`config.mk`:
```
export PLATFORM = sky130hd
export DESIGN_NAME = button_debounce_led
export DESIGN_NICKNAME = d
export VERILOG_FILES = /design/src/rtl/btn_pkg.sv /design/src/rtl/sync_2ff.sv /design/src/rtl/button_debounce_led.sv
export SDC_FILE = /design/constraint.sdc
export NUM_CORES = 1
export LEC_CHECK = 0
export ABC_AREA = 0
export BUFFER_PORTS_ARGS = -buffer_cell sky130_fd_sc_hd__clkbuf_2
export CAP_MARGIN = 5
export CORE_ASPECT_RATIO = 0.9
export CORE_MARGIN = 5
export CORE_UTILIZATION = 45
export CTS_CLUSTER_DIAMETER = 100
export CTS_CLUSTER_SIZE = 28
export DETAILED_ROUTE_END_ITERATION = 10
export HOLD_SLACK_MARGIN = 0.06
export PLACE_DENSITY = 0.62
export SLEW_MARGIN = 0
export SYNTH_ARGS = -nofsm -noshare
export SYNTH_HDL_FRONTEND = slang
export SYNTH_SLANG_ARGS = --single-unit
```
`constraint.sdc`:
```
create_clock -name CLK -period 2 [get_ports CLK]
set_input_delay 0.4 -clock CLK [delete_from_list [all_inputs] [get_ports CLK]]
set_output_delay 0.4 -clock CLK [all_outputs]
set_load 0.01 [all_outputs]
```
`src/rtl/btn_pkg.sv`:
```
// Shared definitions for the button debounce front end: FSM state encoding
// and the default debounce window for a 12 MHz system clock.
package btn_pkg;

  typedef enum logic [1:0] {
    LOW_STABLE  = 2'd0,
    LOW_WAIT    = 2'd1,
    HIGH_STABLE = 2'd2,
    HIGH_WAIT   = 2'd3
  } btn_state_e;

  // 10 ms at 12 MHz
  localparam int DEBOUNCE_CYCLES_12MHZ = 120000;

  // Debounce counter width needed to hold DEBOUNCE_CYCLES-1.
  function automatic int min_cnt_w(input int cycles);
    int w;
    w = 1;
    while ((2 ** w) <= cycles) w++;
    return w;
  endfunction

endpackage : btn_pkg

```
`src/rtl/sync_2ff.sv`:
```
// Generic two-flop synchroniser for a single asynchronous pad signal.
// Only q_o may be used downstream; the first flop may go metastable.
module sync_2ff (
  input  logic CLK,
  input  logic RST_N,
  input  logic d_i,
  output logic q_o
);

  logic s0_q;
  logic s1_q;

  always_ff @(posedge CLK or negedge RST_N) begin
    if (!RST_N) begin
      s0_q <= 1'b0;
      s1_q <= 1'b0;
    end else begin
      s0_q <= d_i;
      s1_q <= s0_q;
    end
  end

  assign q_o = s1_q;

endmodule : sync_2ff

```
`src/rtl/button_debounce_led.sv`:
```
// Button front end: synchronise the raw pad, debounce with a 4-state FSM,
// emit press/release pulses, count presses and drive the external LED.
module button_debounce_led
  import btn_pkg::*;
#(
  parameter int DEBOUNCE_CYCLES = DEBOUNCE_CYCLES_12MHZ,
  parameter int CNT_W           = 17,
  parameter int LED_MODE        = 1,
  parameter int PCOUNT_W        = 8
) (
  input  logic                CLK,
  input  logic                RST_N,
  input  logic                button,
  output logic                button_clean,
  output logic                press_pulse,
  output logic                release_pulse,
  output logic [PCOUNT_W-1:0] press_count,
  output logic                EXTERNAL_LED
);

  localparam logic [CNT_W-1:0] CNT_ONE  = CNT_W'(1);
  localparam logic [CNT_W-1:0] CNT_LAST = CNT_W'(DEBOUNCE_CYCLES - 1);

  logic                btn_s1;

  btn_state_e          state_q,   state_d;
  logic [CNT_W-1:0]    cnt_q,     cnt_d;
  logic                clean_q,   clean_d;
  logic                press_q,   press_d;
  logic                release_q, release_d;
  logic [PCOUNT_W-1:0] pcount_q,  pcount_d;
  logic                led_q,     led_d;

  sync_2ff u_sync (
    .CLK   (CLK),
    .RST_N (RST_N),
    .d_i   (button),
    .q_o   (btn_s1)
  );

  always_ff @(posedge CLK or negedge RST_N) begin
    if (!RST_N) begin
      state_q   <= LOW_STABLE;
      cnt_q     <= '0;
      clean_q   <= 1'b0;
      press_q   <= 1'b0;
      release_q <= 1'b0;
      pcount_q  <= '0;
      led_q     <= 1'b0;
    end else begin
      state_q   <= state_d;
      cnt_q     <= cnt_d;
      clean_q   <= clean_d;
      press_q   <= press_d;
      release_q <= release_d;
      pcount_q  <= pcount_d;
      led_q     <= led_d;
    end
  end

  // Counter holds the number of consecutive samples of the candidate level
  // seen so far; it returns to zero on any state change or opposite sample.
  always_comb begin
    state_d   = state_q;
    cnt_d     = '0;
    clean_d   = clean_q;
    press_d   = 1'b0;
    release_d = 1'b0;

    unique case (state_q)
      LOW_STABLE: begin
        if (btn_s1) begin
          state_d = LOW_WAIT;
          cnt_d   = CNT_ONE;
        end
      end
      LOW_WAIT: begin
        if (!btn_s1) begin
          state_d = LOW_STABLE;
        end else if (cnt_q == CNT_LAST) begin
          state_d = HIGH_STABLE;
          clean_d = 1'b1;
          press_d = 1'b1;
        end else begin
          cnt_d = cnt_q + CNT_ONE;
        end
      end
      HIGH_STABLE: begin
        if (!btn_s1) begin
          state_d = HIGH_WAIT;
          cnt_d   = CNT_ONE;
        end
      end
      HIGH_WAIT: begin
        if (btn_s1) begin
          state_d = HIGH_STABLE;
        end else if (cnt_q == CNT_LAST) begin
          state_d   = LOW_STABLE;
          clean_d   = 1'b0;
          release_d = 1'b1;
        end else begin
          cnt_d = cnt_q + CNT_ONE;
        end
      end
      default: begin
        state_d = LOW_STABLE;
        cnt_d   = '0;
      end
    endcase
  end

  // Press counter steps together with the press pulse; LED lags by one cycle.
  always_comb begin
    pcount_d = pcount_q;
    if (press_d) begin
      pcount_d = pcount_q + PCOUNT_W'(1);
    end

    led_d = led_q;
    if (LED_MODE == 0) begin
      led_d = clean_q;
    end else if (press_q) begin
      led_d = ~led_q;
    end
  end

  assign button_clean  = clean_q;
  assign press_pulse   = press_q;
  assign release_pulse = release_q;
  assign press_count   = pcount_q;
  assign EXTERNAL_LED  = led_q;

endmodule : button_debounce_led

```
==> impl_metrics.toml, run 1 <==
[worst_setup_path]
worstSetupPathType = "flip-flop to flip-flop"
critPathMaxFanout = 6
max_stage_delay_ns = 0.41
required_ns = 2.16
cp_slowest_cell = "dfrtp_1"
path_cells = "ha_1 -> nand4_2 -> nor4_4 -> nand2_1 -> mux2_1"
end_kind = "flip-flop"
cp_data_arrival_time_ns = 1.96
critical_path.startpoint_type = "flip-flop"

[placement]
gp_congestion = 0.832
dp_hpwl_um = 2300
place_area_mm2 = 0.00174
io_buffers = 14

[floorplan]
die_h_um = 66.8
dieArea_mm2 = 0.00489
core_mm2 = 0.00343
io_pins = 15
chipWidth_um = 73.1
rows = 20
start_util_pct = 47.1

[synth]
avgSynthCellArea_um2 = 11.0
syn_inst = 147
synth_cell_types = 36
syn-num-nets = 152
syn_area_mm2 = 0.00161
synth_warnings = 0
synth_seq_cells = 33
ys_seq_area_share_pct = 51.2

[global_route]
grt_antenna_before_repair = 0
overflow = 0
grt_max_degree = 19
grt_pass1_vias = 1123
grt_usage_pct = 14.7
grt_pass1_wl_um = 5400

[finish]
diodes = 0
ff_latch_area_um2 = 826
finalInstanceArea_mm2 = 0.00184
areaGrowthSynthToFinish_pct = 13.7
final_nets = 174
multi_input_area_um2 = 754
fill_cells = 304
drive_gt1_share_pct = 18.9

[cts]
cts_tree = "yes"
h-tree-depth = 2
clockRootBuffer = "clkbuf_8"
clkLatencyLatePin_ns = 0.28
postCtsSetupBuffers = 0
cts_buffers = 5
cts_buffer_depth = 2
cts.reportedPaths.clkPinSlew_ns = 0.06
clock-sinks = 33

[sta]
setup_viol = 0
slew_violations = 0
finalCritPeriodShare_pct = 90.1
rsz0062_at_grt = "no"
fin_tns_setup_ns = 0
finalHoldViolCount = 0
skew_ns = 0.00628
min_period_ns = 1.80
fmaxAchievable_mhz = 555
slew-limit-headroom_pct = 70.3
worst_pin_slew_ns = 0.445
fin_hold_ws_ns = 0.226

[drt]
wl_per_cell_um = 14.3
drc_errors = 0
drt_wl_total_um = 3050
drtPass1Iterations = 4
via_per_inst = 5.25
postRouteAntennaNets = 0
drt-initial-drc-count = 50
num_vias = 1118

[pwr]
leakage_nw = 0.831
ir_drop_v = 0.000428
p_int_uw = 959
power_switching_share_pct = 21.1
p_clk_share_pct = 40.9
finalPower_mw = 1.22
pwr-share-comb_pct = 3.1
power_density_mw_per_mm2 = 662
seqPwrFrac_pct = 56.0
p_switching_uw = 257

[run_status]
outcome = "finished clean"

[run]
cap_violations = 0

[min_path]
hp-class = "primary input to flip-flop"
layout make-up:
cell class              count  share of cell area, %
clock buffers               7                   4.70
flip-flops and latches     33                   45.0
inverters                   3                  0.613
repair buffers             18                   5.59
well taps                  44                   3.00
multi-input cells         108                   41.1
power by group through the flow:
stage / clock network [mW] / logic [mW] / registers [mW]
2_1_floorplan: 0 / 0.0182 / 0.690
3_3_place_gp: 0 / 0.0376 / 0.692
3_5_place_dp: 0 / 0.0379 / 0.693
4_1_cts: 0.507 / 0.0395 / 0.681
5_1_grt: 0.528 / 0.0449 / 0.682
6_report: 0.497 / 0.0382 / 0.681
cells in the mapped netlist:
cell type  count  share of area (%)
nor3_1         7                2.2
nor2b_1        1               0.39
o21a_1         1               0.47
nor4_2         2                1.6
inv_1          3               0.70
a21oi_1        3               0.93
o21ai_0        2               0.62
and4bb_2       2                1.6
buf_6          1               0.70
clkbuf_1       1               0.23
nand4_2        1               0.78
nand2b_1       1               0.39
nand4_1        6                2.3
nand4_4        1                1.3
or2_1          1               0.39
and4_4         1               0.70
and4b_1        2                1.2
nand4bb_1      2                1.4
nor4_4         1                1.3
nor3b_1        1               0.47
or3_1          1               0.39
nor2_2         1               0.39
nand2_1        9                2.1
nand3_1        9                2.8
xor2_1        13                7.1
nor2_1        17                4.0
nand3b_1       1               0.47
nor4_1         5                1.9
buf_4          1               0.47
dfrtp_1       33                 51
xnor2_1       10                5.4
nand4b_1       1               0.54
or2_0          1               0.39
a31oi_1        1               0.39
mux2_1         2                1.4
ha_1           2                1.6
cell families after synthesis:
kind of cell | synth area share (%)
fa+ha+maj | 1.55
xor+xnor | 12.5
simple gates | 28.9
buf+inv | 2.09
compound gates | 2.40
flops | 51.2
mux | 1.40
routing by layer:
layer	global-route usage [%]	routed length, µm
met1	21.0	1580
met2	20.4	1310
met3	3.62	100
met4	7.60	59
met5	0	0
state kept, by name, summed over array words and instances, names as in the netlist, named ones only:
signal / count
button_clean: 1
state_q: 1
release_pulse: 1
EXTERNAL_LED: 1
u_sync.s0_q: 1
u_sync.q_o: 1
press_count: 8
cnt_q: 17
press_pulse: 1
worst max-delay path, delay by kind of cell, from the launching register on:
kind | cells | cell delay, ns
adder cells (fa/ha/maj) | 1 | 0.27
multiplexers | 1 | 0.32
AND/OR/NAND/NOR | 3 | 0.68
flip-flops | 1 | 0.41
cells in the final DEF (no fill, tap or decap), types with 6 or more instances in the layout:
cell       n
nor3_1     7
nor2_1    17
dfrtp_1   33
nand2_1    9
xor2_1    13
xnor2_1   10
nand4_1    6
clkbuf_8   6
nand3_1    9
clkbuf_2  14
final timing paths:
| kind | from | to | slack, ns | cells after the start |
|---|---|---|---|---|
| worst min-delay path | button | u_sync.s0_q$_DFF_PN0_ | 0.23 | 1 |
| worst max register to register | cnt_q[0]$_DFF_PN0_ | flip-flop | 0.20 | 5 |
| min in group asynchronous | RST_N | EXTERNAL_LED$_DFFE_PN0P_ | 0.59 | 2 |
| max in group asynchronous | RST_N | u_sync.q_o$_DFF_PN0_ | 0.92 | 3 |
| worst min register to register | u_sync.s0_q$_DFF_PN0_ | u_sync.q_o$_DFF_PN0_ | 0.36 | 0 |
| worst max-delay path | cnt_q[0]$_DFF_PN0_ | flip-flop | 0.20 | 5 |
repair_timing:
action	in CTS	in global routing
resized for setup	0	0
hold buffers	1	0
endpoints found under the hold margin	2	0
through the flow:
| stage | std cells | setup WS (ns) | utilization [%] |
|---|---|---|---|
| detailed placement | 205 | 0.198 | 50.7 |
| global route | 213 | 0.0538 | 53.5 |
| CTS | 213 | 0.185 | 53.5 |
| floorplan | 147 | 0.361 | - |
| global placement | 205 | 0.279 | 50.7 |
| finish | 213 | 0.197 | 53.5 |
Note: power is estimated with default switching activity, not from simulation.
==> run 2, diff against run 1 <==
--- a/config.mk
+++ b/config.mk
@@ -10,12 +10,12 @@
 export CAP_MARGIN = 5
 export CORE_ASPECT_RATIO = 0.9
 export CORE_MARGIN = 5
-export CORE_UTILIZATION = 45
+export CORE_UTILIZATION = 28
 export CTS_CLUSTER_DIAMETER = 100
 export CTS_CLUSTER_SIZE = 28
 export DETAILED_ROUTE_END_ITERATION = 10
 export HOLD_SLACK_MARGIN = 0.06
-export PLACE_DENSITY = 0.62
+export PLACE_DENSITY = 0.44
 export SLEW_MARGIN = 0
 export SYNTH_ARGS = -nofsm -noshare
 export SYNTH_HDL_FRONTEND = slang
==> constraint.sdc (replaced) <==
create_clock -name CLK -period 1.5 [get_ports CLK]
set_input_delay 0.3 -clock CLK [delete_from_list [all_inputs] [get_ports CLK]]
set_output_delay 0.3 -clock CLK [all_outputs]
set_load 0.01 [all_outputs]
==> run 2 against run 1 <==
Net effect: the run now ends with setup timing left; clock skew shrank 0.0011 ns; count of clock-buffer cells in the layout is the same; design area grew 34%; global-route usage shrank 2.5 points; power grew 55%; routed wire length grew 35%; worst hold slack lost 0.11 ns; cell count grew 29%; sequential share of layout area shrank 11 points; fmax grew 14%; critical path type unchanged; largest cell class is now multi-input combinational cells.
==> impl_metrics.toml, run 2 (synthesis results as in run 1) <==
[floorplan]
dieArea_mm2 = 0.00738
die_h_um = 82.0
start_util_pct = 28.7
chipWidth_um = 90.0
io_pins = 15
core_mm2 = 0.00563
rows = 26

[sta]
slew_violations = 0
setup_viol = 17
setup_ws_ns = -0.0879
slew-limit-headroom_pct = 73.5
worst_pin_slew_ns = 0.396
min_period_ns = 1.59
rsz0062_at_grt = "yes"
skew_ns = 0.00521
fin_hold_ws_ns = 0.119
fmaxAchievable_mhz = 630
finalCritPeriodShare_pct = 106
finalHoldViolCount = 0

[cts]
clock-sinks = 33
clkLatencyLatePin_ns = 0.29
clockRootBuffer = "clkbuf_8"
h-tree-depth = 2
cts_buffers = 5
cts.reportedPaths.clkPinSlew_ns = 0.07
cts_tree = "yes"
cts_buffer_depth = 2

[drt]
drt-initial-drc-count = 91
postRouteAntennaNets = 0
via_per_inst = 4.83
drc_errors = 0
drtPass1Iterations = 4
wl_per_cell_um = 14.9
num_vias = 1327
drt_wl_total_um = 4100

[finish]
final_nets = 209
top_register = "cnt_q"
multi_input_area_mm2 = 0.00101
final_cell_mix = "32 x dfrtp_1, 32 x buf_4, 14 x clkbuf_2"
fill_cells = 535
diodes = 0
ff_latch_area_um2 = 827
largest_register_ffs = 17
areaGrowthSynthToFinish_pct = 52.2
drive_gt1_share_pct = 48.3

[placement]
io_buffers = 14
dp_hpwl_um = 2750
gp_congestion = 0.801

[pwr]
ir_drop_v = 0.000316
power_density_mw_per_mm2 = 766
leakage_nw = 1.11
finalPower_mw = 1.88

[global_route]
grt_max_degree = 34
grt_usage_pct = 12.2
grt_pass1_wl_um = 7040
overflow = 0
grt_pass1_vias = 1364
grt_antenna_before_repair = 0

[worst_setup_path]
r2r_setup_slack_ns = -0.09
r2r_start = "cnt_q[0]$_DFF_PN0_"
worstReg2RegEnd = "press_count[1]$_DFFE_PN0P_"
critPathMaxFanout = 6
required_ns = 1.67
end_kind = "flip-flop"
critical_path.startpoint_type = "flip-flop"
endpoint = "press_count[1]$_DFFE_PN0P_"
rr_worst_depth = 5
worstSetupPathType = "flip-flop to flip-flop"
cp_data_arrival_time_ns = 1.76
startpoint = "cnt_q[0]$_DFF_PN0_"

[run]
cap_violations = 0

[run_status]
violations = "setup timing"
outcome = "finished, violations left"

[min_path]
hp-class = "primary input to flip-flop"
[run 2: cell count changes in the layout (fill, tap and decap cells not counted), moves of 3 or more]
cell | previous run | this run
buf_4 | 3 | 32
buf_6 | 0 | 4
nor2_1 | 17 | 3
nor2_2 | 1 | 4
nor2_4 | 0 | 11
nor4_1 | 5 | 0
nor4_4 | 1 | 5
[run 2: layer usage]
| layer | share of wire (%) | wire length, µm | GRT usage, % |
|---|---|---|---|
| met3 | 3.6 | 146 | 3.21 |
| met2 | 48 | 1970 | 19.8 |
| met4 | 1.7 | 70 | 3.72 |
| met1 | 47 | 1910 | 16.1 |
| met5 | 0 | 0 | 0 |
[run 2: through the flow]
| stage | instance area [µm²] | TNS [ns] | utilization [%] | setup slack [ns] | instances |
|---|---|---|---|---|---|
| 6_report | 2460 | -0.683 | 43.6 | -0.0879 | 275 |
| 3_5_place_dp | 2050 | -1.49 | 36.5 | -0.116 | 261 |
| 2_1_floorplan | 1650 | -0.242 | - | -0.0232 | 147 |
| 5_1_grt | 2460 | -3.33 | 43.6 | -0.185 | 275 |
| 3_3_place_gp | 2050 | -1.53 | 36.5 | -0.123 | 261 |
| 4_1_cts | 2370 | -1.19 | 42.2 | -0.0859 | 274 |
[run 2: final cells by class]
class,count,share of cell area [%]
Multi-Input combinational cell,108,41.1
Sequential cell,33,33.7
Timing Repair Buffer,53,16.5
Tap cell,70,3.57
Clock buffer,7,3.52
Clock inverter,1,1.22
Inverter,3,0.458
[run 2: worst min-delay path by stage]
stage                       from                       end  slack (ns)  depth (start not counted)
after floorplan            RST_N  EXTERNAL_LED$_DFFE_PN0P_       0.004                          0
after global placement     RST_N        cnt_q[4]$_DFF_PN0_        0.28                          2
after detailed placement   RST_N        cnt_q[3]$_DFF_PN0_        0.28                          2
after CTS                 button     u_sync.s0_q$_DFF_PN0_        0.12                          1
after global routing      button     u_sync.s0_q$_DFF_PN0_        0.12                          1
final                     button     u_sync.s0_q$_DFF_PN0_        0.12                          1
[run 2: critical path, cell delays in order, from the launching register on]
cell	delay [ns]
dfrtp_1	0.40
ha_4	0.17
and4_4	0.27
nand4_4	0.17
nor2_4	0.16
mux2_4	0.30
[run 2: where the power goes]
part,total [mW],switching [mW],internal [mW]
combinational,0.101,0.0603,0.0410
clock,0.877,0.336,0.542
sequential,0.903,0.00585,0.897
total,1.88,0.402,1.48
[run 2: timing repair]
action	CTS	global route
setup endpoints to repair	25	27
pin swaps	20	8
gates resized for setup	33	17
gates cloned	1	0
hold endpoints to repair	33	0
hold buffers	1	0
setup buffers	3	2
